<file path="src/rtl/dma_pkg.sv">
// Shared definitions for the block-transfer DMA: opcode/type encodings, address map bounds,
// bus region and controller state enums.
package dma_pkg;

    localparam logic [1:0] OP_XFER0     = 2'b00;
    localparam logic [1:0] OP_XFER1     = 2'b01;
    localparam logic [1:0] TYPE_MEM_IO  = 2'b01;
    localparam logic [1:0] TYPE_MEM_MEM = 2'b10;

    localparam int unsigned MEM_HI = 191;
    localparam int unsigned IO1_LO = 192;
    localparam int unsigned IO1_HI = 223;
    localparam int unsigned IO2_LO = 224;

    typedef enum logic [1:0] {RegMem, RegIo1, RegIo2} region_e;

    typedef enum logic [2:0] {StIdle, StReq, StRd, StWr, StFin} state_e;

    function automatic logic is_io(region_e r);
        return r != RegMem;
    endfunction

endpackage

</file>
<file path="src/rtl/dma_addr_decode.sv">
// Combinational address-map decode: classifies a bus address as memory, IO1 or IO2.
module dma_addr_decode
    import dma_pkg::*;
#(
    parameter int unsigned ADDR_W = 8
) (
    input  logic [ADDR_W-1:0] addr,
    output region_e           region
);

    always_comb begin
        region = RegIo2;
        if (addr <= ADDR_W'(MEM_HI)) begin
            region = RegMem;
        end else if (addr >= ADDR_W'(IO1_LO) && addr <= ADDR_W'(IO1_HI)) begin
            region = RegIo1;
        end else if (addr >= ADDR_W'(IO2_LO)) begin
            region = RegIo2;
        end
    end

endmodule

</file>
<file path="src/rtl/dma_block_mover.sv">
// Block-transfer DMA engine: validates an instruction, then copies count words src->dst as
// read/write bus-cycle pairs while granted. Optional DMA_BLOCK_CHECKSUM_EN adds a write-sum output.
module dma_block_mover
    import dma_pkg::*;
#(
    parameter int unsigned DATA_W = 32,
    parameter int unsigned ADDR_W = 8,
    parameter int unsigned CNT_W  = 6
) (
    input  logic                      clock,
    input  logic                      reset,
    input  logic                      start,
    input  logic [2*ADDR_W+CNT_W+3:0] instruction,
    input  logic                      grant,
    output logic                      bus_req,
    output logic [ADDR_W-1:0]         addr,
    output logic                      memread,
    output logic                      memwrite,
    output logic                      IORead1,
    output logic                      IOWrite1,
    output logic                      IORead2,
    output logic                      IOWrite2,
    input  logic [DATA_W-1:0]         data_in,
    output logic [DATA_W-1:0]         data_out,
    output logic                      data_oe,
    output logic                      busy,
    output logic                      done,
    output logic                      error,
`ifdef DMA_BLOCK_CHECKSUM_EN
    output logic [CNT_W-1:0]          remaining,
    output logic [DATA_W-1:0]         checksum
`else
    output logic [CNT_W-1:0]          remaining
`endif
);

    logic [1:0]        op, typ;
    logic [ADDR_W-1:0] src, dst;
    logic [CNT_W-1:0]  cnt;
    logic [ADDR_W:0]   src_end, dst_end;
    region_e           src_region, dst_region, src_end_region, dst_end_region;
    logic              op_ok, type_ok, span_ok, accept_ok;

    assign cnt = instruction[CNT_W-1:0];
    assign dst = instruction[CNT_W +: ADDR_W];
    assign src = instruction[CNT_W+ADDR_W +: ADDR_W];
    assign typ = instruction[CNT_W+2*ADDR_W +: 2];
    assign op  = instruction[CNT_W+2*ADDR_W+2 +: 2];

    // Extra top bit catches blocks that run past the end of the address space.
    assign src_end = {1'b0, src} + (ADDR_W+1)'(cnt) - (ADDR_W+1)'(1);
    assign dst_end = {1'b0, dst} + (ADDR_W+1)'(cnt) - (ADDR_W+1)'(1);

    dma_addr_decode #(.ADDR_W(ADDR_W)) u_dec_src (.addr(src), .region(src_region));
    dma_addr_decode #(.ADDR_W(ADDR_W)) u_dec_dst (.addr(dst), .region(dst_region));
    dma_addr_decode #(.ADDR_W(ADDR_W)) u_dec_src_end (
        .addr  (src_end[ADDR_W-1:0]),
        .region(src_end_region)
    );
    dma_addr_decode #(.ADDR_W(ADDR_W)) u_dec_dst_end (
        .addr  (dst_end[ADDR_W-1:0]),
        .region(dst_end_region)
    );

    assign op_ok   = (op == OP_XFER0) || (op == OP_XFER1);
    assign type_ok = ((typ == TYPE_MEM_IO) && (is_io(src_region) != is_io(dst_region))) ||
                     ((typ == TYPE_MEM_MEM) && (src_region == RegMem) && (dst_region == RegMem));
    assign span_ok = (cnt == '0) ||
                     (!src_end[ADDR_W] && !dst_end[ADDR_W] &&
                      (src_end_region == src_region) && (dst_end_region == dst_region));
    assign accept_ok = op_ok && type_ok && span_ok;

    state_e            state_q, state_d;
    logic [ADDR_W-1:0] src_ptr_q, src_ptr_d, dst_ptr_q, dst_ptr_d;
    region_e           src_reg_q, src_reg_d, dst_reg_q, dst_reg_d;
    logic [CNT_W-1:0]  remaining_q, remaining_d;
    logic [DATA_W-1:0] hold_q, hold_d;
    logic              error_q, error_d, zdone_q, zdone_d;
`ifdef DMA_BLOCK_CHECKSUM_EN
    logic [DATA_W-1:0] sum_q, sum_d;
`endif

    always_comb begin
        state_d     = state_q;
        src_ptr_d   = src_ptr_q;
        dst_ptr_d   = dst_ptr_q;
        src_reg_d   = src_reg_q;
        dst_reg_d   = dst_reg_q;
        remaining_d = remaining_q;
        hold_d      = hold_q;
        error_d     = 1'b0;
        zdone_d     = 1'b0;
`ifdef DMA_BLOCK_CHECKSUM_EN
        sum_d       = sum_q;
`endif
        case (state_q)
            StIdle: begin
                if (start) begin
                    if (!accept_ok) begin
                        error_d = 1'b1;
                    end else begin
                        src_ptr_d   = src;
                        dst_ptr_d   = dst;
                        src_reg_d   = src_region;
                        dst_reg_d   = dst_region;
                        remaining_d = cnt;
`ifdef DMA_BLOCK_CHECKSUM_EN
                        sum_d       = '0;
`endif
                        if (cnt == '0) zdone_d = 1'b1;
                        else           state_d = StReq;
                    end
                end
            end
            StReq: if (grant) state_d = StRd;
            StRd: begin
                hold_d  = data_in;
                state_d = StWr;
            end
            StWr: begin
                src_ptr_d   = src_ptr_q + ADDR_W'(1);
                dst_ptr_d   = dst_ptr_q + ADDR_W'(1);
                remaining_d = remaining_q - CNT_W'(1);
`ifdef DMA_BLOCK_CHECKSUM_EN
                sum_d       = sum_q + hold_q;
`endif
                // Grant is only sampled between words, so a started word always finishes.
                if (remaining_q == CNT_W'(1)) state_d = StFin;
                else if (grant)               state_d = StRd;
                else                          state_d = StReq;
            end
            StFin:   state_d = StIdle;
            default: state_d = StIdle;
        endcase
    end

    always_ff @(posedge clock) begin
        if (reset) begin
            state_q     <= StIdle;
            src_ptr_q   <= '0;
            dst_ptr_q   <= '0;
            src_reg_q   <= RegMem;
            dst_reg_q   <= RegMem;
            remaining_q <= '0;
            hold_q      <= '0;
            error_q     <= 1'b0;
            zdone_q     <= 1'b0;
`ifdef DMA_BLOCK_CHECKSUM_EN
            sum_q       <= '0;
`endif
        end else begin
            state_q     <= state_d;
            src_ptr_q   <= src_ptr_d;
            dst_ptr_q   <= dst_ptr_d;
            src_reg_q   <= src_reg_d;
            dst_reg_q   <= dst_reg_d;
            remaining_q <= remaining_d;
            hold_q      <= hold_d;
            error_q     <= error_d;
            zdone_q     <= zdone_d;
`ifdef DMA_BLOCK_CHECKSUM_EN
            sum_q       <= sum_d;
`endif
        end
    end

    always_comb begin
        addr     = '0;
        data_out = '0;
        data_oe  = 1'b0;
        memread  = 1'b0;
        memwrite = 1'b0;
        IORead1  = 1'b0;
        IOWrite1 = 1'b0;
        IORead2  = 1'b0;
        IOWrite2 = 1'b0;
        case (state_q)
            StRd: begin
                addr = src_ptr_q;
                case (src_reg_q)
                    RegMem:  memread = 1'b1;
                    RegIo1:  IORead1 = 1'b1;
                    default: IORead2 = 1'b1;
                endcase
            end
            StWr: begin
                addr     = dst_ptr_q;
                data_out = hold_q;
                data_oe  = 1'b1;
                case (dst_reg_q)
                    RegMem:  memwrite = 1'b1;
                    RegIo1:  IOWrite1 = 1'b1;
                    default: IOWrite2 = 1'b1;
                endcase
            end
            default: ;
        endcase
    end

    assign bus_req   = (state_q == StReq) || (state_q == StRd) || (state_q == StWr);
    assign busy      = (state_q != StIdle);
    assign done      = (state_q == StFin) || zdone_q;
    assign error     = error_q;
    assign remaining = remaining_q;
`ifdef DMA_BLOCK_CHECKSUM_EN
    assign checksum  = sum_q;
`endif

endmodule

</file>
<file path="config.mk">
export PLATFORM = sky130hd
export DESIGN_NAME = dma_block_mover
export DESIGN_NICKNAME = d
export VERILOG_FILES = /design/src/rtl/dma_pkg.sv /design/src/rtl/dma_addr_decode.sv /design/src/rtl/dma_block_mover.sv
export SDC_FILE = /design/constraint.sdc
export NUM_CORES = 1
export LEC_CHECK = 0
export ABC_CLOCK_PERIOD_IN_PS = 5800
export CORE_MARGIN = 5
export CORE_UTILIZATION = 50
export CTS_CLUSTER_DIAMETER = 30
export CTS_CLUSTER_SIZE = 8
export DETAILED_ROUTE_END_ITERATION = 8
export MAX_ROUTING_LAYER = met4
export PLACE_DENSITY = 0.81
export REMOVE_ABC_BUFFERS = 1
export SYNTH_ARGS = -nofsm -noshare
export SYNTH_HDL_FRONTEND = slang
export SYNTH_SLANG_ARGS = --single-unit
</file>
<file path="constraint.sdc">
create_clock -name clock -period 5.8 [get_ports clock]
set_clock_uncertainty 0.05 [all_clocks]
set_input_delay 1.16 -clock clock [delete_from_list [all_inputs] [get_ports clock]]
set_output_delay 1.16 -clock clock [all_outputs]
set_load 0.02 [all_outputs]
</file>
Word-level counts from Yosys, hierarchy flattened
Cells that the tools add are included.
- register bits after elaboration: 63
- input bits: 62
- output and inout bits: 57
- add/sub/neg operators: 7
- magnitude comparators: 12
- eq/ne operators: 17
- mux-type cells: 41
- bitwise gates (word level): 3
- reductions and logical operators: 38
- operator list (kind ; count):
    $le 8x8->1 const B ; 8
    $pmux 8 s2 ; 3
    $ge 8x8->1 const B ; 4
    $mux 32 ; 1
    $mux 8 ; 4
    $add 8x6->9 ; 2
    $mux 2 ; 9
    $sub 9x1->9 const B ; 2
    $add 8x1->8 const B ; 2
    $mux 1 ; 15
    $mux 3 ; 5
    $logic_and 1x1->1 ; 12
    $mux 6 ; 2
    $pmux 3 s4 ; 1
    $pmux 6 s2 ; 1
    $logic_not 2->1 ; 5
    $eq 2x1->1 const B ; 4
    $ne 2x2->1 const B ; 4
    $eq 3x2->1 const B ; 2
    $eq 6x1->1 const B ; 1
    $logic_not 6->1 ; 1
    $logic_or 1x1->1 ; 6
    $reduce_and 3->1 ; 2
    $reduce_bool 2->1 ; 3
    14 further kinds ; 19

Depth between registers and ports, before layout
- depth in word-level cells: 14
- gate-level depth with buffers: 15

Hierarchy
From an unflattened synthesis, not the netlist that was laid out.
- cell total of the unflattened synthesis: 558
- area, all modules: 4195.3 um^2
- modules (own cells, without submodules) (module ; times used ; cells an instance ; area each (um^2) ; seq. area each (um^2)):
    dma_block_mover ; 1 ; 550 ; 4130.2 ; 1261.2
    dma_addr_decode ; 4 ; 2 ; 16.3 ; 0.0

Worst setup path after synthesis
OpenSTA, ideal clock, no wires.
- path kind: input port to flip-flop
- start point: input port instruction[2]
- end point: register dst_ptr_q[1]
- library setup time: 0.137 ns
- arrival time: 3.964 ns
- data required time: 5.613 ns
- setup slack: 1.649 ns
- cell stages on the path: 13
- buffers on the path: 1
- cells stage by stage: inv_1 > ha_1 > inv_1 > ha_1 > a211oi_1 > o21ai_1 > or3b_1 > o31ai_1 > mux2_2 > a211oi_4 > buf_4 > mux2i_1 > a211oi_1
- longest elaborated chain between the ends: 13
- elaborated cells between the ends (all ways): 28
- those cells by class: 4 x add/sub; 6 x order compare; 3 x eq/ne; 4 x mux; 11 x reduce/logical
- ends and longest elaborated chain (element ; line ; text):
    start, declared ; dma_block_mover.sv:13 ; input logic [2*ADDR_W+CNT_W+3:0] instruction,
    $add 8x6->9 ; dma_block_mover.sv:51 ; assign src_end = {1'b0, src} + (ADDR_W+1)'(cnt) - (ADDR_W+1)'(1);
    $sub 9x1->9 ; dma_block_mover.sv:51 ;
    $ge 8x8->1 or $le 8x8->1 (tied branches) ; dma_addr_decode.sv:15 ; end else if (addr >= ADDR_W'(IO1_LO) && addr <= ADDR_W'(IO1_HI)) begin
    $logic_and 1x1->1 ; dma_addr_decode.sv:15 ;
    $mux 2 ; dma_addr_decode.sv:15 ;
    $mux 2 ; dma_addr_decode.sv:13 ; if (addr <= ADDR_W'(MEM_HI)) begin
    $eq 2x2->1 ; dma_block_mover.sv:70 ; (src_end_region == src_region) && (dst_end_region == dst_region));
    $logic_and 1x1->1 ; dma_block_mover.sv:69 ; (!src_end[ADDR_W] && !dst_end[ADDR_W] &&
    $logic_and 1x1->1 ; dma_block_mover.sv:70 ;
    $logic_or 1x1->1 (*) ; dma_block_mover.sv:68 ; assign span_ok = (cnt == '0) ||
    $logic_and 1x1->1 (*) ; dma_block_mover.sv:71 ; assign accept_ok = op_ok && type_ok && span_ok;
    $ne 2x2->1 (no line) (*) ; - ;
    $reduce_and 3->1 (no line) (*) ; - ;
    end signal, assigned ; dma_block_mover.sv:154 ; dst_ptr_q <= dst_ptr_d;
    end, declared ; dma_block_mover.sv:74 ; logic [ADDR_W-1:0] src_ptr_q, src_ptr_d, dst_ptr_q, dst_ptr_d;
Every way passes the cells marked *; elsewhere a longest branch is shown, timed or not.
A chain may end at the register's enable or synchronous reset.

Final worst setup path
- start point: input port instruction[5]
- end point: register dst_ptr_q[6]
Same word-level chain as after synthesis.

==> metrics.md <==
| Metric | Value |
|---|---|
| CP Buf/Inv Count | 4 |
| Required time of the critical path | roughly 6.0 ns |
| Final Cycle Share | 83.9% |
| Warnings from Yosys | 0 |
| ANT cells | 0 |
| Cell row count | 33 |
| Largest family of logic cells by synthesized area | simple AND/OR/NAND/NOR gates |
| DRC | 0 |
| Crit start category | input pin |
| Hold Path Class | reg2reg |
| Worst-case clock buffer depth | 2 |
| Worst Tran Pin Value | between 1 and 1.5 ns |
| Setup Crit Path Kind | in2reg |
| Post-synthesis async set-or-reset flop share | 0% |
| Xor-xnor portion of the synthesized cell area | 1.27% |
| Top cell type's share of synthesized area | 30.6% |
| CP max-delay cell | clkdlybuf4s50_1 |
| Wire length per cell | between 10 and 15 um |
| Multi-input logic area | approximately 2600 um2 |
| Simple-Gate Fraction of Synth Area | ~29% |
| Number of global-route vias before repair | between 4000 and 5000 |
| Largest net degree at the start of global routing | 62 |
| Post-synth top flop | dfxtp_1 |
| Vias per cell | about 5.4 |
| Total wire length | approximately 11000 um |
| Fin nets | approximately 750 |
| Layout area overhead | 33.9% |
| RSZ-0062 raised after global routing | no |
| Global Route Usage Sum | between 20% and 30% |
| Outcome | completed |
| Cells after synthesis | 543 |
| Synth cell types | 52 |
| Clock sinks | 63 |
| Count of input and output buffers | roughly 120 |
| Crit path time final | just under 5 ns |
| Worst skew pair latency | around 0.35 ns |
| Synth Area in Compound Gates | a little under a fifth |
| Critical path, cell by cell | clkdlybuf4s50_1 > inv_1 > ha_1 > inv_1 > ha_1 > a21oi_1 > o21ai_1 > or3b_1 > o31ai_1 > mux2_2 > a211oi_4 > buf_12 > mux2_2 > a31oi_1 |
| Synthesized cell area | around 4100 um2 |
| Max_slew headroom | 27.2% |
| Mux contribution to synthesized area | around 2.6% |
| Post-synth EDFFs | 0 |
| MaxCap Viol Count | 0 |
| Filler instances | just under 700 |
| Initial antenna violation count | 0 |
| Cells after DPL | ~740 |
| Cts hold-fix bufs | 0 |
| Dominant cell type by area after synthesis | dfxtp_1 |
| Sequential area share after synthesis | 30.6% |
| # Post-CTS Setup Buffers | 0 |
| Post-Layout Cell Count | 757 |
| Top cells by area, synth | dfxtp_1 31%, ha_1 10%, nand2_1 7.8% |
| Die width | around 100 um |
| Die H | between 100 and 150 um |
| Post-DP HPWL | between 8000 and 9000 um |
| Layout cells sized above 1 | under 10% |
| Total CTS buffers | 9 |
| Post-synthesis adder-cell area fraction | between 10% and 20% |
| Die area | a little over 10000 um2 |
| Synthesis-stage register bit count | 63 |
| CP max stage delay | ~0.55 ns |
| Detail Route Antenna Nets | 0 |
| CP Capture Type | register |
| Crit-path leading delay family | compound AO/OA/AOI/OAI gates |
| Slew Limit Fails | 0 |
| CORE AREA | between 8000 and 9000 um2 |
| Setup Total Neg Slack | 0 ns |
| F_max | just over 200 MHz |
| Grt total ovfl | 0 |
| CTS tree | done |
| Starting DRT DRC Count | between 100 and 150 |
| CP max FO | a little over 40 |
| Static Leak | 0.00218 uW |
| Crit path DAT | 5.09 ns |
| First-pass GRT wire length | approximately 18000 um |
| Power density over cell area | 173 nW/um2 |
| Final Hold Fails | 0 |
| VDD IR-drop max | 0.159 mV |
| I/O pin count | 119 |
| CTS clock-pin slew for the worst setup and hold paths | ~0.070 ns |
| Final Wtd Congestion | around 0.8 |
| FF/Latch Area | between 1000 and 1500 um2 |
| Starting density of the core | about half |
| Final setup viols | 0 |
| Root cell of the clock tree | clkbuf_8 |
| H-tree levels | 3 |
| Mapped Avg Cell Area | ~7.6 um2 |
| Cts repair resizes | 0 |
| Drt first pass iters | 5 |
| Via Count | ~4100 |
-- sequential cells by signal (all words and copies together), names as in the netlist --
name       cells
hold_q        32
state_q        3
dst_reg_q      2
error          1
zdone_q        1
dst_ptr_q      8
src_ptr_q      8
remaining      6
src_reg_q      2
-- Yosys cell counts, types with 5 or more instances --
cell type	n
nand2_1	86
dfxtp_1	63
a21oi_1	53
inv_1	52
and2_1	39
ha_1	34
clkbuf_1	23
nor2_1	22
nand3_1	16
nand3b_1	13
nor3_1	12
a211oi_1	11
a31oi_1	9
and3_1	9
a21o_1	7
a22o_1	7
nor2b_1	7
mux2i_1	5
nand2b_1	5
o21ai_0	5
-- cell families (layout without fill, tap and decap cells) --
| kind of cell | after synthesis | after routing |
|---|---|---|
| muxes | 10 | 10 |
| DFF | 63 | 63 |
| AOI/OAI and AO/OA | 116 | 116 |
| buffers and inverters | 81 | 190 |
| and+or+nand+nor | 231 | 231 |
| adders and majority gates | 36 | 36 |
| xor gates and xnor gates | 6 | 6 |
-- path summary, 6_finish.rpt --
| check | start | end | slack [ns] | depth (start not counted) |
|---|---|---|---|---|
| worst max-delay path | instruction[5] | dst_ptr_q[6]$_SDFFE_PP0P_ | 0.93 | 14 |
| worst min-delay path | hold_q[10]$_SDFFE_PP0P_ | hold_q[10]$_SDFFE_PP0P_ | 0.40 | 2 |
| worst max register to register | state_q[0]$_SDFFE_PP0P_ | remaining[4]$_SDFFE_PP0P_ | 3.45 | 8 |
| worst min register to register | hold_q[10]$_SDFFE_PP0P_ | hold_q[10]$_SDFFE_PP0P_ | 0.40 | 2 |
-- cell usage in the layout (no fill, tap or decap), types with 9 or more instances in the layout --
cell / n
clkdlybuf4s50_1: 116
nand2_1: 86
dfxtp_1: 63
a21oi_1: 53
inv_1: 52
and2_1: 39
ha_1: 34
nor2_1: 22
nand3_1: 16
nand3b_1: 13
nor3_1: 11
a211oi_1: 11
and3_1: 9
a31oi_1: 9
clkbuf_8: 9
-- final cells by class --
type                       count  share of cell area, %
timing repair buffer         122                   22.0
sequential                    63                   22.8
multi-input combinational    399                   46.3
clock buffer                  10                   2.31
inverter                      52                   3.53
clock inverter                 6                  0.679
tap                          105                   2.38
-- power by group --
group | internal [uW] | leakage [uW] | switching [uW] | total, uW
Sequential | 436 | 0.000508 | 2.96 | 439
Combinational | 90.1 | 0.00159 | 90.2 | 180
Clock | 153 | 0.0000781 | 185 | 337
Total | 679 | 0.00218 | 278 | 957
-- metal layers --
metal  up-vias  track usage (%)  wire, um
met5         -                -         0
met4         0             8.08       208
met3        20             3.25       736
met2       138             38.9      5360
met1      1884             27.6      4910
li1       2054                -         -
-- tightest hold or removal path, cell delays in order, from the launching register on --
cell and delay, ns:
dfxtp_1 0.31, nand2_1 0.05, a21oi_1 0.05
-- stage by stage --
step                      total power, uW  cell area [um2]  worst slack (ns)  hold slack (ns)  utilization [%]
final                                 957             5530             0.931            0.402             67.9
after global routing                 1000             5530             0.730            0.417             67.9
after CTS                             962             5530             0.961            0.402             67.9
after detailed placement              629             5360             0.609            0.392             65.9
after global placement                620             5360             0.678            0.388             65.9
after floorplan                       548             4010              1.05            0.376                -
Power figures use the tool's default switching activity.
==> patch, RTL diff (same settings) <==
`hold_q` no longer has a reset.
--- a/src/rtl/dma_block_mover.sv
+++ b/src/rtl/dma_block_mover.sv
@@ -142,7 +142,6 @@
             src_reg_q   <= RegMem;
             dst_reg_q   <= RegMem;
             remaining_q <= '0;
-            hold_q      <= '0;
             error_q     <= 1'b0;
             zdone_q     <= 1'b0;
 `ifdef DMA_BLOCK_CHECKSUM_EN
@@ -155,13 +154,16 @@
             src_reg_q   <= src_reg_d;
             dst_reg_q   <= dst_reg_d;
             remaining_q <= remaining_d;
-            hold_q      <= hold_d;
             error_q     <= error_d;
             zdone_q     <= zdone_d;
 `ifdef DMA_BLOCK_CHECKSUM_EN
             sum_q       <= sum_d;
 `endif
         end
+    end
+
+    always_ff @(posedge clock) begin
+        hold_q <= hold_d;
     end
 
     always_comb begin
Behaviour: no difference found for any inputs over 10 cycles, from zero or initial values and one cycle with reset high; that may be too few to reach the edited logic, so the function may still have changed.
==> patch against the original RTL <==
- setup slack worse by 0.27 ns
- utilization is 1.5 points higher
- final area grew 2.7%
- sequential share of layout area increased by 5.0 points
- largest power group unchanged
- sequential power rose by 15%
- synthesized area grew 1.4%
- sequential cell count stayed put
- power rose by 24%
- routed wire length is 0.30% higher
==> patch: results (changes against the original RTL) <==
- FILL cells: 641 (-6.8%)
- Gr usage total: 22.96% (+0.080 points)
- CP max-delay cell: nor3_1
- Vias in the first global route: 3695 (-10%)
- Type of the most critical hold path: reg -> reg
- Main synth FF type: edfxtp_1
- DRT iter0 DRCs: 239 (+80%)
- Post-DP Area: 5453 sq um (+1.7%)
- Status: finished, final reports clean
- Crit path DAT: 5.32 ns (+0.23 ns)
- Nets@finish: 669 (-10%)
- Clock buffer depth: 2 (unchanged)
- Post-CTS setup buffer count: 0 (unchanged)
- Registers with the most flip-flops: hold_q (32), dst_ptr_q (8), src_ptr_q (8)
- Pin count of the biggest net entering global routing: 35 (-44%)
- CTS root buf: clkbuf_8
- Worst IR Drop VDD: 0.1159 mV (-27%)
- CP max stage delay: 0.86 ns (+0.31 ns)
- Synth async-reset ratio: 0% (unchanged)
- Yosys cell types: 58 (+12%)
- Cts bufs inserted: 9 (unchanged)
- Synth top area cells: edfxtp_1 23%, dfxtp_1 15%, ha_1 10%
- Share of layout cells above drive strength 1: 6.076% (+1.3 points)
- Crit-path max FO: 8 (-80%)
- Synth top cells by count: 51 x inv_1, 39 x and2_1, 34 x ha_1, 32 x edfxtp_1, 31 x dfxtp_1
- Worst R2R Path Depth: 7 (-1)
- Sequential share of the synthesized area: 37.80% (+7.2 points)
- LEAKAGE: 0.002311 uW (+6.1%)
- Iteration count of the initial detailed-routing pass: 4 (-1)
- Min-Delay Startpoint: dst_reg_q[0]$_SDFFE_PP0P_
- GP Congestion: 0.8782 (+7.0%)
- Clk_lat worst skew: 0.34 ns
- Hold Crit Depth: 2 (unchanged)
- Port bufs: 117 (unchanged)
- CP delay by family, top: simple AND/OR/NAND/NOR gates
- First-pass GRT wire length: 18.12 mm (-1.6%)
- Worst-margin pin slew: 1.103 ns (+0.01037 ns)
- Final hold vios: 0 (unchanged)
- Clock-pin transition on the worst setup and hold timing paths: ~0.080 ns
- Post-synth EDFFs: 32 (+32)
- Worst r2r src: state_q[2]$_SDFFE_PP0P_
- # resized after CTS: 0 (unchanged)
- Wire per inst: 16.52 um (+11%)
- Crit. Startpoint: instruction[1]
- Final setup viols: 0 (unchanged)
- Post-DP HPWL: 8.761 mm (+4.0%)
- Via Count: 3806 (-7.1%)
==> patch: logic make-up (layout without fill, tap and decap cells) <==
family / count (synthesis) / after routing / share of synthesized area (%)
compound gates: 96 / 96 / 17.43
flops: 63 / 63 / 37.80
mux: 12 / 12 / 3.020
xor+xnor: 8 / 8 / 1.675
simple gates: 171 / 171 / 22.37
buf+inv: 70 / 190 / 6.579
fa+ha+maj: 36 / 36 / 11.12
==> patch: cell type report <==
| class | instances | share of cell area, % |
|---|---|---|
| clock buffer | 9 | 2.182 |
| clock inverter | 7 | 1.763 |
| inverter | 51 | 3.372 |
| multi-input combinational | 323 | 41.08 |
| sequential | 63 | 27.86 |
| tap | 105 | 2.314 |
| timing repair buffer | 123 | 21.42 |
==> patch: tightest hold or removal path, cell delays in order (launching register included) <==
cell and delay (ns):
dfxtp_1 0.35, mux2i_1 0.07, nor2_1 0.07
==> patch: path summary, 6_finish.rpt <==
path	endpoint	slack (ns)
max	state_q[0]$_SDFFE_PP0P_	0.66
min	dst_reg_q[0]$_SDFFE_PP0P_	0.48
max reg2reg	src_ptr_q[4]$_SDFFE_PP0P_	3.25
min reg2reg	dst_reg_q[0]$_SDFFE_PP0P_	0.48
==> patch: per-stage QoR <==
stage                     hold slack (ns)  util [%]  instances  worst slack, ns
after floorplan                    0.4262         -        437           0.5681
after global placement             0.4383     66.70        665           0.5296
after detailed placement           0.4594     66.70        665           0.3774
after CTS                          0.4846     69.44        681           0.7232
after global routing               0.5517     69.44        681           0.3113
final                              0.4787     69.44        681           0.6632
==> patch: routing by layer <==
metal | share of wire, % | global-route usage, % | wire, um | vias up
met1 | 43 | 29.02 | 4854 | 1775
li1 | - | - | - | 1854
met3 | 7.3 | 4.339 | 821 | 15
met4 | 1.9 | 7.157 | 212 | 0
met5 | 0 | - | 0 | -
met2 | 48 | 37.27 | 5359 | 162
==> patch: report_power, final <==
| group | total, uW | switching, uW | internal [uW] |
|---|---|---|---|
| logic | 248 | 133 | 116 |
| clock network | 436 | 189 | 247 |
| registers | 503 | 8.70 | 494 |
| total | 1190 | 330 | 857 |
